`config.mk`:
```
export PLATFORM = sky130hd
export DESIGN_NAME = seq_divu_flat
export DESIGN_NICKNAME = d
export VERILOG_FILES = /design/src/rtl/seq_divu_if.sv /design/src/rtl/seq_divu.sv /design/src/flat_wrapper.sv
export SDC_FILE = /design/constraint.sdc
export NUM_CORES = 1
export LEC_CHECK = 0
export BUFFER_PORTS_ARGS = -buffer_cell sky130_fd_sc_hd__clkbuf_2
export CORE_MARGIN = 4
export CORE_UTILIZATION = 56
export DETAILED_ROUTE_END_ITERATION = 10
export GPL_ROUTABILITY_DRIVEN = 0
export GPL_TIMING_DRIVEN = 0
export PLACE_DENSITY_LB_ADDON = 0.2
export RECOVER_POWER = 50
export SETUP_SLACK_MARGIN = 0.02
export SLEW_MARGIN = 15
export SYNTH_ARGS = -nofsm -noshare
export SYNTH_HDL_FRONTEND = slang
export SYNTH_SLANG_ARGS = --single-unit
export TNS_END_PERCENT = 10
```
`constraint.sdc`:
```
create_clock -name clk -period 4.35 [get_ports clk]
set_input_delay 0.2175 -clock clk [delete_from_list [all_inputs] [get_ports clk]]
set_output_delay 0.2175 -clock clk [all_outputs]
set_load 0.05 [all_outputs]
```
`src/rtl/seq_divu_if.sv`:
```
// rtl/seq_divu_if.sv - launch/result bundle between ALU control and the sequential unsigned divider
interface seq_divu_if #(
    parameter int WIDTH = 32
);
    logic               start;
    logic [WIDTH-1:0]   dataA;
    logic [WIDTH-1:0]   dataB;
    logic               busy;
    logic               done;
    logic               divZero;
    logic [2*WIDTH-1:0] dataOut;

    modport master (
        output start, dataA, dataB,
        input  busy, done, divZero, dataOut
    );

    modport slave (
        input  start, dataA, dataB,
        output busy, done, divZero, dataOut
    );
endinterface

```
`src/rtl/seq_divu.sv`:
```
// rtl/seq_divu.sv - restoring unsigned divider, one quotient bit per cycle, result {rem, quo}
// Optional macro DIVU_ZERO_FAST_EN: zero divisor completes in one cycle and raises divZero.
module seq_divu #(
    parameter int WIDTH = 32,
    parameter int CNT_W = 6
) (
    input  logic      clk,
    input  logic      reset,
    seq_divu_if.slave bus
);
    typedef enum logic [1:0] {S_IDLE, S_RUN, S_DONE} state_t;

    localparam logic [CNT_W-1:0] LAST_CNT = CNT_W'(WIDTH - 1);

    state_t             state_q, state_d;
    logic [WIDTH-1:0]   dvd_q, dvd_d;
    logic [WIDTH-1:0]   dvs_q, dvs_d;
    logic [WIDTH-1:0]   rem_q, rem_d;
    logic [CNT_W-1:0]   cnt_q, cnt_d;
    logic               busy_q, busy_d;
    logic               done_q, done_d;
    logic               div_zero_q, div_zero_d;
    logic [2*WIDTH-1:0] data_out_q, data_out_d;

    // The dividend register doubles as the quotient: bits leave at the MSB, quotient bits enter at the LSB.
    logic [WIDTH:0]     rem_shift;
    logic               q_bit;
    logic [WIDTH-1:0]   rem_next;
    logic [WIDTH-1:0]   quo_next;

    assign rem_shift = {rem_q, dvd_q[WIDTH-1]};
    assign q_bit     = (rem_shift >= {1'b0, dvs_q});
    assign rem_next  = q_bit ? WIDTH'(rem_shift - {1'b0, dvs_q}) : rem_shift[WIDTH-1:0];
    assign quo_next  = {dvd_q[WIDTH-2:0], q_bit};

    always_comb begin
        state_d    = state_q;
        dvd_d      = dvd_q;
        dvs_d      = dvs_q;
        rem_d      = rem_q;
        cnt_d      = cnt_q;
        busy_d     = busy_q;
        done_d     = 1'b0;
        div_zero_d = div_zero_q;
        data_out_d = data_out_q;

        case (state_q)
            S_IDLE, S_DONE: begin
                if (bus.start) begin
                    dvd_d      = bus.dataA;
                    dvs_d      = bus.dataB;
                    rem_d      = '0;
                    cnt_d      = '0;
                    div_zero_d = 1'b0;
`ifdef DIVU_ZERO_FAST_EN
                    if (bus.dataB == '0) begin
                        state_d    = S_DONE;
                        busy_d     = 1'b0;
                        done_d     = 1'b1;
                        div_zero_d = 1'b1;
                        data_out_d = {bus.dataA, {WIDTH{1'b1}}};
                    end else begin
                        state_d = S_RUN;
                        busy_d  = 1'b1;
                    end
`else
                    state_d = S_RUN;
                    busy_d  = 1'b1;
`endif
                end else begin
                    state_d = S_IDLE;
                    busy_d  = 1'b0;
                end
            end
            S_RUN: begin
                rem_d = rem_next;
                dvd_d = quo_next;
                cnt_d = cnt_q + CNT_W'(1);
                if (cnt_q == LAST_CNT) begin
                    state_d    = S_DONE;
                    busy_d     = 1'b0;
                    done_d     = 1'b1;
                    data_out_d = {rem_next, quo_next};
                end
            end
            default: begin
                state_d = S_IDLE;
                busy_d  = 1'b0;
            end
        endcase
    end

    always_ff @(posedge clk) begin
        if (!reset) begin
            state_q    <= S_IDLE;
            dvd_q      <= '0;
            dvs_q      <= '0;
            rem_q      <= '0;
            cnt_q      <= '0;
            busy_q     <= 1'b0;
            done_q     <= 1'b0;
            div_zero_q <= 1'b0;
            data_out_q <= '0;
        end else begin
            state_q    <= state_d;
            dvd_q      <= dvd_d;
            dvs_q      <= dvs_d;
            rem_q      <= rem_d;
            cnt_q      <= cnt_d;
            busy_q     <= busy_d;
            done_q     <= done_d;
            div_zero_q <= div_zero_d;
            data_out_q <= data_out_d;
        end
    end

    assign bus.busy    = busy_q;
    assign bus.done    = done_q;
    assign bus.divZero = div_zero_q;
    assign bus.dataOut = data_out_q;
endmodule

```
`src/flat_wrapper.sv`:
```
// flat-port wrapper written by rule: the top's interface ports become plain ports
module seq_divu_flat 
#(
    parameter int WIDTH = 32,
    parameter int CNT_W = 6
)
  (clk, reset, bus_start, bus_dataA, bus_dataB, bus_busy, bus_done, bus_divZero, bus_dataOut);
  seq_divu_if #(.WIDTH(WIDTH)) bus_i ();
  input  logic clk;
  input  logic reset;
  input wire logic [$bits(bus_i.start)-1:0] bus_start;
  input wire logic [$bits(bus_i.dataA)-1:0] bus_dataA;
  input wire logic [$bits(bus_i.dataB)-1:0] bus_dataB;
  output wire logic [$bits(bus_i.busy)-1:0] bus_busy;
  output wire logic [$bits(bus_i.done)-1:0] bus_done;
  output wire logic [$bits(bus_i.divZero)-1:0] bus_divZero;
  output wire logic [$bits(bus_i.dataOut)-1:0] bus_dataOut;
  assign bus_i.start = bus_start;
  assign bus_i.dataA = bus_dataA;
  assign bus_i.dataB = bus_dataB;
  assign bus_busy = bus_i.busy;
  assign bus_done = bus_i.done;
  assign bus_divZero = bus_i.divZero;
  assign bus_dataOut = bus_i.dataOut;
  seq_divu #(.WIDTH(WIDTH), .CNT_W(CNT_W)) u_core (.clk(clk), .reset(reset), .bus(bus_i));
endmodule
```
* Word-level counts from Yosys, hierarchy flattened
Cells that the tools add are included.
** Cells by class
- Multiplexer cells :: 14
- Eq/ne operators :: 5
- $lt $le $gt $ge :: 1
- Reductions and logical operators :: 7
- Add/subtract/negate cells :: 2
** Operators by type and width (number)
- 32-bit one-hot mux with 2 select lines :: 2
- 32-bit 2-to-1 mux :: 3
- 33-bit by 32-bit >= comparator with 1-bit output :: 1
- 32-bit subtractor :: 1
- 6-bit one-hot mux with 2 select lines :: 1
- 2-bit AND reduction :: 4
- 6-bit by 1-bit adder with 6-bit output (second input constant) :: 1
- 6-bit by 5-bit equality test with 1-bit output (second input constant) :: 1
- 6-bit 2-to-1 mux :: 1
- 1-bit 2-to-1 mux :: 4
- 2-bit one-hot mux with 2 select lines :: 1
- 2-bit by 1-bit equality test with 1-bit output (second input constant) :: 1
- 2-bit equality test (second input constant) :: 1
- 2-bit logical NOT :: 1
- 2-bit 2-to-1 mux :: 1
- 2-bit by 1-bit inequality test with 1-bit output (second input constant) :: 1
- 2-bit inequality test (second input constant) :: 1
- 1-bit one-hot mux with 2 select lines :: 1
- 2-bit nonzero test :: 1
- 2-bit OR reduction :: 1
** Storage, ports and cells
- Flip-flop bits (word level) :: 170
- Bits of input ports :: 67
- Logic and storage cells :: 37
- Output and inout port bits :: 67

* Logic depth before layout (Yosys ltp)
- Depth after elaboration :: 4
- Gate-level depth with buffers :: 13
- Depth with buffers taken out :: 12

* Worst setup path after synthesis
Ideal clock, no wire load.
- Path type :: reg-to-reg
- From :: register u_core.dvs_q[7]
- To :: register u_core.rem_q[23]
- Buffers on the path :: 1
- Data arrival time :: 2386 ps
- Required time :: 4255 ps
- Library setup time :: 95 ps
- Setup slack :: 1868 ps
- Cell stages (with the launch flop) :: 12
- Path through :: dfxtp_1 > inv_1 > ha_1 > clkbuf_1 > nand2_1 > o21ai_0 > a211oi_2 > a211oi_1 > nor2_1 > nor2_1 > mux2_2 > o311ai_1
** Between the ends
- Cells in the longest elaborated chain, start to end :: 3
- Elaborated cells between the ends (all ways) :: 4
- Those cells by class :: 1 x add/sub; 1 x order compare; 2 x mux
** RTL lines
- from (decl) :: RTL line seq_divu.sv:17 : logic [WIDTH-1:0] dvs_q, dvs_d;
- from (signal assigned) :: RTL line seq_divu.sv:107 : dvs_q <= dvs_d;
- 32-bit subtractor or 33-bit by 32-bit >= comparator with 1-bit output (tied branches) :: RTL line seq_divu.sv:33, seq_divu.sv:32
- 32-bit 2-to-1 mux * :: RTL line seq_divu.sv:33 : assign rem_next = q_bit ? WIDTH'(rem_shift - {1'b0, dvs_q}) : rem_shift[WIDTH-1:0];
- 32-bit one-hot mux with 2 select lines * :: RTL line seq_divu.sv:47 : case (state_q)
- to (signal assigned) :: RTL line seq_divu.sv:108 : rem_q <= rem_d;
- to (decl) :: RTL line seq_divu.sv:18 : logic [WIDTH-1:0] rem_q, rem_d;
Mark *: on every way between the ends. The rest lies on a longest branch, timed or not.
A chain may end at the register's enable or synchronous reset.

* Worst setup path after layout
- From :: register u_core.dvs_q[8]
- To :: register u_core.rem_q[0]
** Between the ends
- Cells in the longest elaborated chain, start to end :: 3
** RTL lines
- 33-bit by 32-bit >= comparator with 1-bit output :: RTL line seq_divu.sv:32 : assign q_bit = (rem_shift >= {1'b0, dvs_q});
- 32-bit 2-to-1 mux :: RTL line seq_divu.sv:33
- 32-bit one-hot mux with 2 select lines :: RTL line seq_divu.sv:47
No other way between the ends.

==> flow_summary.json <==
{
  "outcome": "complete, no violations",
  "drt.antenna.violating_nets": 0,
  "cts_tree": "built",
  "root_buffer": "clkbuf_16",
  "synthTopCellsByCount": "nand2_1, dfxtp_1, a21boi_0, o21ai_0, clkbuf_1",
  "die_x_um": 130,
  "cts_buffers": 17,
  "clk_pin_slew_ps": 60,
  "clock_path_buffers": 2,
  "skew_ps": 11.7,
  "fin_setup_tns_ps": 0,
  "worst_ep_arrival_time_ps": 3420,
  "synth.top_cells.by_area": "dfxtp_1, nand2_1, a21boi_0",
  "yosysTopAreaCellShare": 0.403,
  "finalHoldViolations": 0,
  "relSlewSlack": 0.422,
  "post-route-period-util": 0.711,
  "seq_power_share": 0.227,
  "setup_violations": 0,
  "route.detailed.drc": 0,
  "finalCriticalPeriod_ps": 3090,
  "slew_violations": 0,
  "crit_start": "u_core.dvs_q[8]",
  "worstHoldStart": "bus_dataB[23]",
  "crit_required_ps": 4680,
  "grt_max_degree": 17,
  "p_sw_frac": 0.459,
  "post_cts_buffers": 0,
  "dpl.hpwl_um": 16900,
  "drtPass1Iterations": 5,
  "async_flop_share": 0,
  "fin_cells": 1380,
  "internal_power_mw": 4.41,
  "grt_first_pass_wirelength_um": 36900,
  "drt-initial-drc-count": 498,
  "area_delta_synth_final_pct": 16.5,
  "synth_seq_cells": 169,
  "coreArea_sq_um": 14600,
  "cp-end-kind": "register",
  "syn_area_per_cell_sq_um": 8.15,
  "synth_edf_count": 0,
  "grt-ovfl-total": 0,
  "rsz0062_at_grt": "no",
  "initial_core_util": 0.576,
  "wirelength_um": 22500,
  "hp-class": "primary input to register",
  "syn_inst": 1031,
  "via_per_inst": 5.65,
  "dr_wl_met2_um": 10900,
  "grt_pass1_vias": 7610,
  "start_kind": "register",
  "grtUsageTotal": 0.271,
  "reg2reg_from": "u_core.dvs_q[8]",
  "synth.distinct_cells": 62,
  "synth_most_common_cell": "nand2_1",
  "yosys_warnings": 0,
  "portBuffers": 132,
  "finalWorstSetupSlack_ps": 1260,
  "p_clk_frac": 0.183,
  "cts_max_level": 4,
  "dp_cells": 1348,
  "fp.dieArea_sq_um": 17000,
  "n_antenna_cell": 0,
  "synthesis.area_sq_um": 8400,
  "combPwrFrac": 0.591,
  "cts_resized": 0,
  "fmax_mhz": 323,
  "irDropWorstVdd_mv": 0.512,
  "io_pins": 134,
  "antenna_found_initial": 0,
  "wl_met1_um": 9490,
  "place_ws_ps": 1320,
  "cap_violations": 0,
  "die_h_um": 130,
  "layout.nets": 1284,
  "cts_sinks": 169,
  "ys.flop_type": "dfxtp_1",
  "yosysSeqAreaShare": 0.403,
  "crit_type": "register to register",
  "power_leakage_nw": 3.90,
  "worst_pin_slew_ps": 860,
  "switching_power_mw": 3.74,
  "wl_per_cell_um": 16.3,
  "wl_met3_um": 1490,
  "insertion_delay_ps": 430,
  "num_vias": 7794,
  "top_layer_used": "met4",
  "final_layout_size_suffix_gt1_frac": 0.0978,
  "holdBufCountCts": 0,
  "p_total_mw": 8.15,
  "std_cell_rows": 44,
  "yosysTopAreaCell": "dfxtp_1",
  "synth_nets": 1132,
  "powerDensity_nw_per_um2": 832,
  "crit_fanout": 10
}
-- worst max-delay path: stages, from the launching register on --
cell and delay, ps:
dfxtp_1 330, inv_1 50, ha_1 350, a21oi_1 220, o21ai_0 220, a211oi_2 360, nand3b_1 160, a21oi_2 540
buf_2 390, nand2_1 120, a32o_1 250
-- kinds of logic (layout without fill, tap and decap cells) --
logic type,after synthesis,after routing,synth area share
and+or+nand+nor,330,330,0.165
xor gates and xnor gates,27,27,0.0282
other,1,1,0.000446
AOI/OAI and AO/OA,335,335,0.271
buffers and inverters,112,277,0.0536
adders and majority gates,34,34,0.0515
muxes,23,23,0.0276
DFF,169,169,0.403
-- metal layers --
metal,track usage,vias to the layer above
met2,0.469,237
li1,-,3887
met1,0.325,3623
met4,0.0998,0
met3,0.0687,47
met5,0,-
-- placed cells by master (no fill, tap or decap), drive strengths merged, types with 3 or more instances in the layout --
| master | instances |
|---|---|
| a32oi | 5 |
| nand2b | 6 |
| dfxtp | 169 |
| xnor2 | 14 |
| clkinv | 3 |
| nand2 | 238 |
| buf | 11 |
| mux2i | 22 |
| a21boi | 99 |
| xor2 | 13 |
| a211oi | 5 |
| o21ai | 74 |
| inv | 47 |
| nand3 | 14 |
| ha | 33 |
| o21bai | 5 |
| o21a | 5 |
| nor2b | 5 |
| nor3 | 9 |
| nand4 | 10 |
| a22oi | 33 |
| a21oi | 53 |
| and2 | 5 |
| a31oi | 7 |
| nand3b | 3 |
| o31ai | 10 |
| o211ai | 3 |
| nor4 | 4 |
| clkbuf | 213 |
| o31a | 3 |
| nor2 | 27 |
| o211a | 9 |
| and3 | 4 |
| a21o | 9 |
-- layout make-up --
class / instances / area, sq um
clock buffers: 21 / 470
multi-input cells: 750 / 4570
fillers: 1303 / 4800
inverters: 42 / 158
plain buffers: 70 / 293
clock inverters: 11 / 108
flip-flops and latches: 169 / 3380
well taps: 184 / 230
repair buffers: 133 / 582
-- metrics by stage --
stage	util	hold slack, ps	area (sq um)
after floorplan	-	362	8400
after global placement	0.637	452	9290
after detailed placement	0.638	458	9300
after CTS	0.677	8.70	9880
after global routing	0.671	13.9	9790
final	0.671	16.4	9790
-- final timing paths --
check	end	slack [ps]	cells past startpoint
min reg2reg	u_core.bus.dataOut[27]	470	2
min	u_core.dvs_q[23]	20	3
max	u_core.rem_q[0]	1260	10
max reg2reg	u_core.rem_q[0]	1260	10
-- registers in the layout, summed over array words and instances, names as in the netlist --
register and flops:
u_core.dvd_q 32, u_core.dvs_q 32, u_core.bus.done 1, u_core.state_q 1
u_core.bus.dataOut 64, u_core.rem_q 32, u_core.bus.busy 1, u_core.cnt_q 6
-- power groups by stage --
stage	registers, mW	logic [mW]	clock network (mW)
floorplan	1.84	3.61	0
global placement	1.87	4.63	0
detailed placement	1.87	4.68	0
CTS	1.84	4.71	1.50
global route	1.87	5.23	1.56
finish	1.85	4.81	1.49
(Power assumes the default switching activity.)
